<file path="config.mk">
export PLATFORM = sky130hd
export DESIGN_NAME = alu_ctrl_seq
export DESIGN_NICKNAME = d
export VERILOG_FILES = /design/src/rtl/alu_ctrl_seq.sv
export SDC_FILE = /design/constraint.sdc
export NUM_CORES = 1
export LEC_CHECK = 0
export CAP_MARGIN = 20
export CORE_AREA = 4 4 148 115
export CTS_CLUSTER_SIZE = 12
export DETAILED_ROUTE_END_ITERATION = 7
export DIE_AREA = 0 0 152 119
export GPL_ROUTABILITY_DRIVEN = 0
export GPL_TIMING_DRIVEN = 0
export PLACE_DENSITY = 0.5
export SYNTH_ARGS = -nofsm -noshare
export SYNTH_HDL_FRONTEND = slang
export SYNTH_SLANG_ARGS = --single-unit
</file>
<file path="constraint.sdc">
create_clock -name clk -period 5.58 [get_ports clk]
set_input_delay 1.116 -clock clk [delete_from_list [all_inputs] [get_ports clk]]
set_output_delay 1.116 -clock clk [all_outputs]
set_load 0.05 [all_outputs]
</file>
<file path="src/rtl/alu_ctrl_seq.sv">
// Multi-cycle control sequencer for a small ALU datapath: fetches 32-bit instructions,
// decodes them, drives the register file and ALU controls, and writes back the result.
module alu_ctrl_seq #(
    parameter logic [2:0] LI_ALUOP     = 3'b010,
    parameter bit         OVF_SUPPRESS = 1'b1
) (
    input  logic        clk,
    input  logic        rst,
    // Fetch handshake: an instruction transfers on a rising clk edge where
    // instr_valid and instr_ready are both 1; instr_ready is only high in FETCH.
    input  logic        instr_valid,
    input  logic [31:0] instr_data,
    output logic        instr_ready,
    output logic [4:0]  read_addr1,
    output logic [4:0]  read_addr2,
    output logic [4:0]  write_addr,
    output logic        reg_read,
    output logic        reg_write,
    output logic [31:0] write_data,
    output logic [15:0] instr,
    output logic        ALUSrc1,
    output logic        ALUSrc2,
    output logic [2:0]  ALUOp,
    input  logic [31:0] alu_result,
    input  logic        ovf,
    input  logic        zero,
    output logic        halted,
    output logic        ovf_flag,
    output logic        zero_flag,
    output logic        illegal_flag,
    output logic [15:0] retired
);

    typedef enum logic [2:0] {
        S_FETCH     = 3'd0,
        S_DECODE    = 3'd1,
        S_EXECUTE   = 3'd2,
        S_WRITEBACK = 3'd3,
        S_HALT      = 3'd4
    } state_t;

    localparam logic [4:0] OPC_LI   = 5'b10000;
    localparam logic [4:0] OPC_HALT = 5'b11111;

    state_t      state_q, state_d;
    logic [4:0]  opc_q, opc_d;
    logic [4:0]  rd_q, rd_d;
    logic [4:0]  rs1_q, rs1_d;
    logic [4:0]  rs2_q, rs2_d;
    logic [15:0] imm_q, imm_d;
    logic        src1_q, src1_d;
    logic        src2_q, src2_d;
    logic [2:0]  aluop_q, aluop_d;
    logic [31:0] wdata_q, wdata_d;
    logic        ovf_cap_q, ovf_cap_d;
    logic        ovf_flag_q, ovf_flag_d;
    logic        zero_flag_q, zero_flag_d;
    logic        illegal_q, illegal_d;
    logic [15:0] retired_q, retired_d;

    // Field decode straight from the fetch bus so controls are valid during DECODE.
    logic [4:0] in_opc;
    logic       in_is_alu;
    logic       in_is_li;
    logic       in_src2;
    logic [2:0] in_aluop;
    logic       q_is_illegal;
    logic       q_is_halt;

    always_comb begin
        in_opc    = instr_data[31:27];
        in_is_alu = ~in_opc[4];
        in_is_li  = (in_opc == OPC_LI);
        in_src2   = in_is_li | (in_is_alu & in_opc[3]);
        if (in_is_alu) begin
            in_aluop = in_opc[2:0];
        end else if (in_is_li) begin
            in_aluop = LI_ALUOP;
        end else begin
            in_aluop = 3'b000;
        end
        q_is_halt    = (opc_q == OPC_HALT);
        q_is_illegal = opc_q[4] & (opc_q != OPC_LI) & (opc_q != OPC_HALT);
    end

    always_comb begin
        state_d     = state_q;
        opc_d       = opc_q;
        rd_d        = rd_q;
        rs1_d       = rs1_q;
        rs2_d       = rs2_q;
        imm_d       = imm_q;
        src1_d      = src1_q;
        src2_d      = src2_q;
        aluop_d     = aluop_q;
        wdata_d     = wdata_q;
        ovf_cap_d   = ovf_cap_q;
        ovf_flag_d  = ovf_flag_q;
        zero_flag_d = zero_flag_q;
        illegal_d   = illegal_q;
        retired_d   = retired_q;
        case (state_q)
            S_FETCH: begin
                if (instr_valid) begin
                    state_d = S_DECODE;
                    opc_d   = in_opc;
                    rd_d    = instr_data[26:22];
                    rs1_d   = instr_data[21:17];
                    rs2_d   = instr_data[16:12];
                    imm_d   = instr_data[15:0];
                    src1_d  = in_is_li;
                    src2_d  = in_src2;
                    aluop_d = in_aluop;
                end
            end
            S_DECODE: begin
                if (q_is_illegal) begin
                    illegal_d = 1'b1;
                    state_d   = S_FETCH;
                end else if (q_is_halt) begin
                    state_d = S_HALT;
                end else begin
                    state_d = S_EXECUTE;
                end
            end
            S_EXECUTE: begin
                wdata_d     = alu_result;
                zero_flag_d = zero;
                ovf_cap_d   = ovf;
                ovf_flag_d  = ovf_flag_q | ovf;
                state_d     = S_WRITEBACK;
            end
            S_WRITEBACK: begin
                // Counts suppressed writes too; wraps naturally at 16 bits.
                retired_d = retired_q + 16'd1;
                state_d   = S_FETCH;
            end
            S_HALT: begin
                state_d = S_HALT;
            end
            default: begin
                state_d = S_FETCH;
            end
        endcase
    end

    always_ff @(posedge clk or posedge rst) begin
        if (rst) begin
            state_q     <= S_FETCH;
            opc_q       <= 5'd0;
            rd_q        <= 5'd0;
            rs1_q       <= 5'd0;
            rs2_q       <= 5'd0;
            imm_q       <= 16'd0;
            src1_q      <= 1'b0;
            src2_q      <= 1'b0;
            aluop_q     <= 3'd0;
            wdata_q     <= 32'd0;
            ovf_cap_q   <= 1'b0;
            ovf_flag_q  <= 1'b0;
            zero_flag_q <= 1'b0;
            illegal_q   <= 1'b0;
            retired_q   <= 16'd0;
        end else begin
            state_q     <= state_d;
            opc_q       <= opc_d;
            rd_q        <= rd_d;
            rs1_q       <= rs1_d;
            rs2_q       <= rs2_d;
            imm_q       <= imm_d;
            src1_q      <= src1_d;
            src2_q      <= src2_d;
            aluop_q     <= aluop_d;
            wdata_q     <= wdata_d;
            ovf_cap_q   <= ovf_cap_d;
            ovf_flag_q  <= ovf_flag_d;
            zero_flag_q <= zero_flag_d;
            illegal_q   <= illegal_d;
            retired_q   <= retired_d;
        end
    end

    // Outputs decode from registered state, so reset forces them immediately.
    always_comb begin
        instr_ready  = (state_q == S_FETCH);
        reg_read     = (state_q == S_DECODE) || (state_q == S_EXECUTE);
        reg_write    = (state_q == S_WRITEBACK) && !(OVF_SUPPRESS && ovf_cap_q);
        write_addr   = (state_q == S_WRITEBACK) ? rd_q : 5'd0;
        halted       = (state_q == S_HALT);
        read_addr1   = rs1_q;
        read_addr2   = rs2_q;
        instr        = imm_q;
        ALUSrc1      = src1_q;
        ALUSrc2      = src2_q;
        ALUOp        = aluop_q;
        write_data   = wdata_q;
        ovf_flag     = ovf_flag_q;
        zero_flag    = zero_flag_q;
        illegal_flag = illegal_q;
        retired      = retired_q;
    end

endmodule

</file>
# [Word-level counts from Yosys, hierarchy flattened]
# Index checks and enable logic that the tools add are counted.
[op_classes] order_cmp=0 multipliers=0 n_div=0 reduce_logical=6 mux=7 eq_ne=9 shifts=0 addsub=1 bitwise=6
[op_table] operator="adder 16 x 1 -> 16 bit (second input constant)" count=1
[op_table] operator="two-way mux 3 bit" count=4
[op_table] operator="case mux 3 bit (4 select lines)" count=1
[op_table] operator="== test 5 bit (second input constant)" count=2
[op_table] operator="inequality test 5 bit (second input constant)" count=2
[op_table] operator="== test 3 x 2 -> 1 bit (second input constant)" count=2
[op_table] operator="two-way mux 5 bit" count=1
[op_table] operator="AND reduction 2 bit" count=2
[op_table] operator="bitwise AND 1 bit" count=3
[op_table] operator="== test 3 x 1 -> 1 bit (second input constant)" count=1
[op_table] operator="== test 3 bit (second input constant)" count=1
[op_table] operator="zero test 3 bit" count=1
[op_table] operator="two-way mux 2 bit" count=1
[op_table] operator="inequality test 2 bit (second input constant)" count=1
[op_table] operator="OR 1 bit" count=2
[op_table] operator="logical AND 1 bit" count=1
[op_table] operator="zero test 1 bit" count=1
[op_table] operator="logical OR 1 bit" count=1
[op_table] operator="NOT 1 bit" count=1
[totals] in_bits=69 memories=0 out_inout_bits=91 latch_bits=0 ram_bits=0 elab_cells=44 romBits=0 regBits=96

# [Depth between registers and ports, before layout]
[depth] depth_word=5 ltp_mapped=7 depth_no_buf=4

# [Worst setup path after synthesis]
# OpenSTA, ideal clock, no wires.
[synth_timing] path_type="register to output" start="register state_q[2]" end="output reg_write" setup_slack_ps=2800 n_path_buf=2 path_stages_with_launch=5 t_arrival_ps=1664 path_cell_list="dfrtp_1 > buf_6 > and3b_2 > buf_2 > nor2b_1"
[synth_between] elab_chain_len=2
[synth_lines] item="start: declaration" line="45" text="state_t state_q, state_d;"
[synth_lines] item="start signal: assignment" line="165" text="state_q <= state_d;"
[synth_lines] item="== test 3 x 2 -> 1 bit" line="187" text="reg_write = (state_q == S_WRITEBACK) && !(OVF_SUPPRESS && ovf_cap_q);"
[synth_lines] item="logical AND 1 bit" line="187"
[synth_lines] item="end: declaration" line="18" text="output logic reg_write,"
# Every way passes these cells.

# [Worst setup path after layout]
# Ends and elaborated chain as after synthesis.

==> flow_summary.yaml <==
worst_setup_path:
  start_kind: "register"
  startpoint: "state_q[2]"
  reg2reg_from: "state_q[0]"
  cp_top_family: "buffers and inverters"
  crit_type: "register to output pin"
  r2r_slack_ns: 3.89
  arrival_ns: 2.37
  reg2reg_to: "write_data[23]"
  crit_fanout: 10
  slowest_delay_ns: 0.83
  critPathRequiredTime_ns: 4.46
  reg2reg_depth: 4
  crit_buf_inv: 3
  path_depth: 5
  crit_path_end: "reg_write"
  crit_path_cell_trace: "buf_6 -> and3b_2 -> buf_2 -> nor2b_1 -> clkdlybuf4s50_1"
  endpoint_kind: "output pin"
  crit_path_top_delay_cell: "clkdlybuf4s50_1"
final_layout:
  syn2layout_area_growth_pct: 57.0
  final_nets: 502
  drive_gt1_share_pct: 24.3
  fill_cells: 1519
  final_cells: 646
  antenna_cells: 0
  utilization_pct: 38.4
  final_cell_area_um2: 5990
timing:
  slew_viol_final: 0
  final.setup_skew_ns: 0.00267
  worst_pin_slew_ns: 0.680
  fmax_mhz: 287
  finalHoldWorstSlack_ns: 0.456
  worst_slack_ns: 2.09
  setup_viol: 0
  rsz0062_at_grt: "false"
  min_period_ns: 3.49
  fin_setup_tns_ns: 0
  slew_headroom_pct: 54.7
  finalHoldViolCount: 0
  min_period_over_period_pct: 62.5
cts:
  cts_htree_levels: 3
  cts_tree: "built"
  cts_root_buf: "clkbuf_16"
  ctsHoldBuffers: 0
  cts_buffers: 9
  insertion_delay_ns: 0.34
  numClockSinks: 92
  cts_buffer_depth: 2
  cts_resized: 0
  cts_setup_buffers: 0
  clk_pin_slew_ns: 0.06
floorplanning:
  die-area_um2: 18100
  fp.dieW_um: 152
  die_y_um: 119
  start_util_pct: 24.5
  core_um2: 15600
  io_pins: 160
  rows: 40
power:
  ir_worst_vdd_v: 0.000337
  p_leak_nw: 2.45
  p_total_mw: 3.98
  p_per_area_nw_per_um2: 664
yosys:
  synth-async-reset-ratio_pct: 100
  ys_seq_area_share_pct: 60.3
  synth_area_leaders: "dfrtp_1 (60%), mux2_2 (19%), xnor2_1 (2.5%)"
  synth_top_area_cell: "dfrtp_1"
  synth.avg_cell_area_um2: 14.6
  synth_edf_count: 0
  postSynthCellCount: 261
  synth_top_area_share_pct: 60.3
  synth_ff_type: "dfrtp_1"
  yosys-top-cells-count: "dfrtp_1 (92), mux2_2 (66), xnor2_1 (11)"
  syn-num-nets: 331
  yosysUniqueCellTypes: 34
  synth_area_um2: 3820
  yosysWarningCount: 0
  synth.most_common_cell: "dfrtp_1"
  synth_seq_cells: 92
global_route:
  track_usage_pct: 10.8
  grt_pass1_vias: 2915
  grt_pass1_wl_mm: 15.6
  antenna_found_initial: 0
  grt_max_degree: 52
  grt_overflow_total: 0
drt:
  wl_mm: 9.33
  via_per_inst: 4.09
  vias: 2639
  drt_pass1_iterations: 4
  postRouteAntennaNets: 0
  wl_per_cell_um: 14.4
  remaining_drc_errors: 0
  drt_iter0_markers: 80
place:
  hpwl_mm: 6.90
  dp_slack_ns: 2.42
  port_buffers: 159
  placedCellCount: 631
  place_area_um2: 5700
job:
  drv_cap: 0
worst_hold_path:
  worstHoldPathCells: 1
  hold_class: "register to register"
run_status:
  status: "finished clean"
==> worst min-delay path by stage <==
stage          endpoint  slack, ns     start
3_5_place_dp   ovf_flag       0.45  ovf_flag
3_3_place_gp   ovf_flag       0.44  ovf_flag
5_1_grt        ovf_flag       0.48  ovf_flag
6_report       ovf_flag       0.46  ovf_flag
4_1_cts        ovf_flag       0.46  ovf_flag
2_1_floorplan   rd_q[3]       0.47   rd_q[3]
==> placed cells by master (no fill, tap or decap), drive strengths merged, types with 2 or more instances in the layout <==
cell	n
o21ai	2
nand3	6
a21oi	7
and3	3
and2	7
dfrtp	92
nand2b	4
xor2	4
buf	18
nand4	6
nor2	7
a21o	2
xnor2	11
nand2	5
nor2b	2
mux2	68
clkbuf	10
nor3	5
nor3b	2
inv	5
clkinv	3
clkdlybuf4s50	159
==> cell type report <==
class | count | area, um^2 | share of cell area [%]
sequential | 92 | 2300 | 38.4
timing repair buffer | 160 | 1620 | 27.0
multi-input combinational | 147 | 1310 | 21.8
tap | 210 | 263 | 4.38
clock buffer | 10 | 239 | 3.99
buffer | 17 | 189 | 3.15
clock inverter | 5 | 52.6 | 0.877
inverter | 5 | 21.3 | 0.355
==> per-layer routing <==
| metal | track usage (%) | up-vias | share of wire [%] |
|---|---|---|---|
| li1 | - | 1245 | - |
| met1 | 14.0 | 1277 | 46 |
| met2 | 16.0 | 101 | 44 |
| met3 | 4.65 | 16 | 7.4 |
| met4 | 3.87 | 0 | 2.4 |
| met5 | 0 | - | 0 |
==> where the power goes <==
part / internal [mW] / leakage (nW) / switching (mW)
registers: 0.956 / 1.11 / 0.165
logic: 0.894 / 1.19 / 1.36
clock network: 0.354 / 0.144 / 0.253
==> registers in the layout (all words and copies together) (netlist names), 3 cells and up <==
| signal | count |
|---|---|
| ALUOp | 3 |
| instr | 12 |
| opc_q | 5 |
| rd_q | 5 |
| read_addr1 | 5 |
| read_addr2 | 5 |
| retired | 16 |
| state_q | 3 |
| write_data | 32 |
==> kinds of logic after synthesis <==
logic type	after synthesis	share of synthesized area, %
AO/OA/AOI/OAI	13	1.97
XOR/XNOR	15	3.44
adder cells (fa/ha/maj)	1	0.328
buffers and inverters	22	5.44
flip-flops	92	60.3
multiplexers	68	20.1
AND/OR/NAND/NOR	50	8.49
==> worst register-to-register path, stage by stage, from the launching register on <==
cell,delay [ns]
dfrtp_1,0.36
buf_4,0.17
nor3b_4,0.47
buf_6,0.24
mux2_2,0.35
No activity file was read; power rests on OpenSTA's default activity.
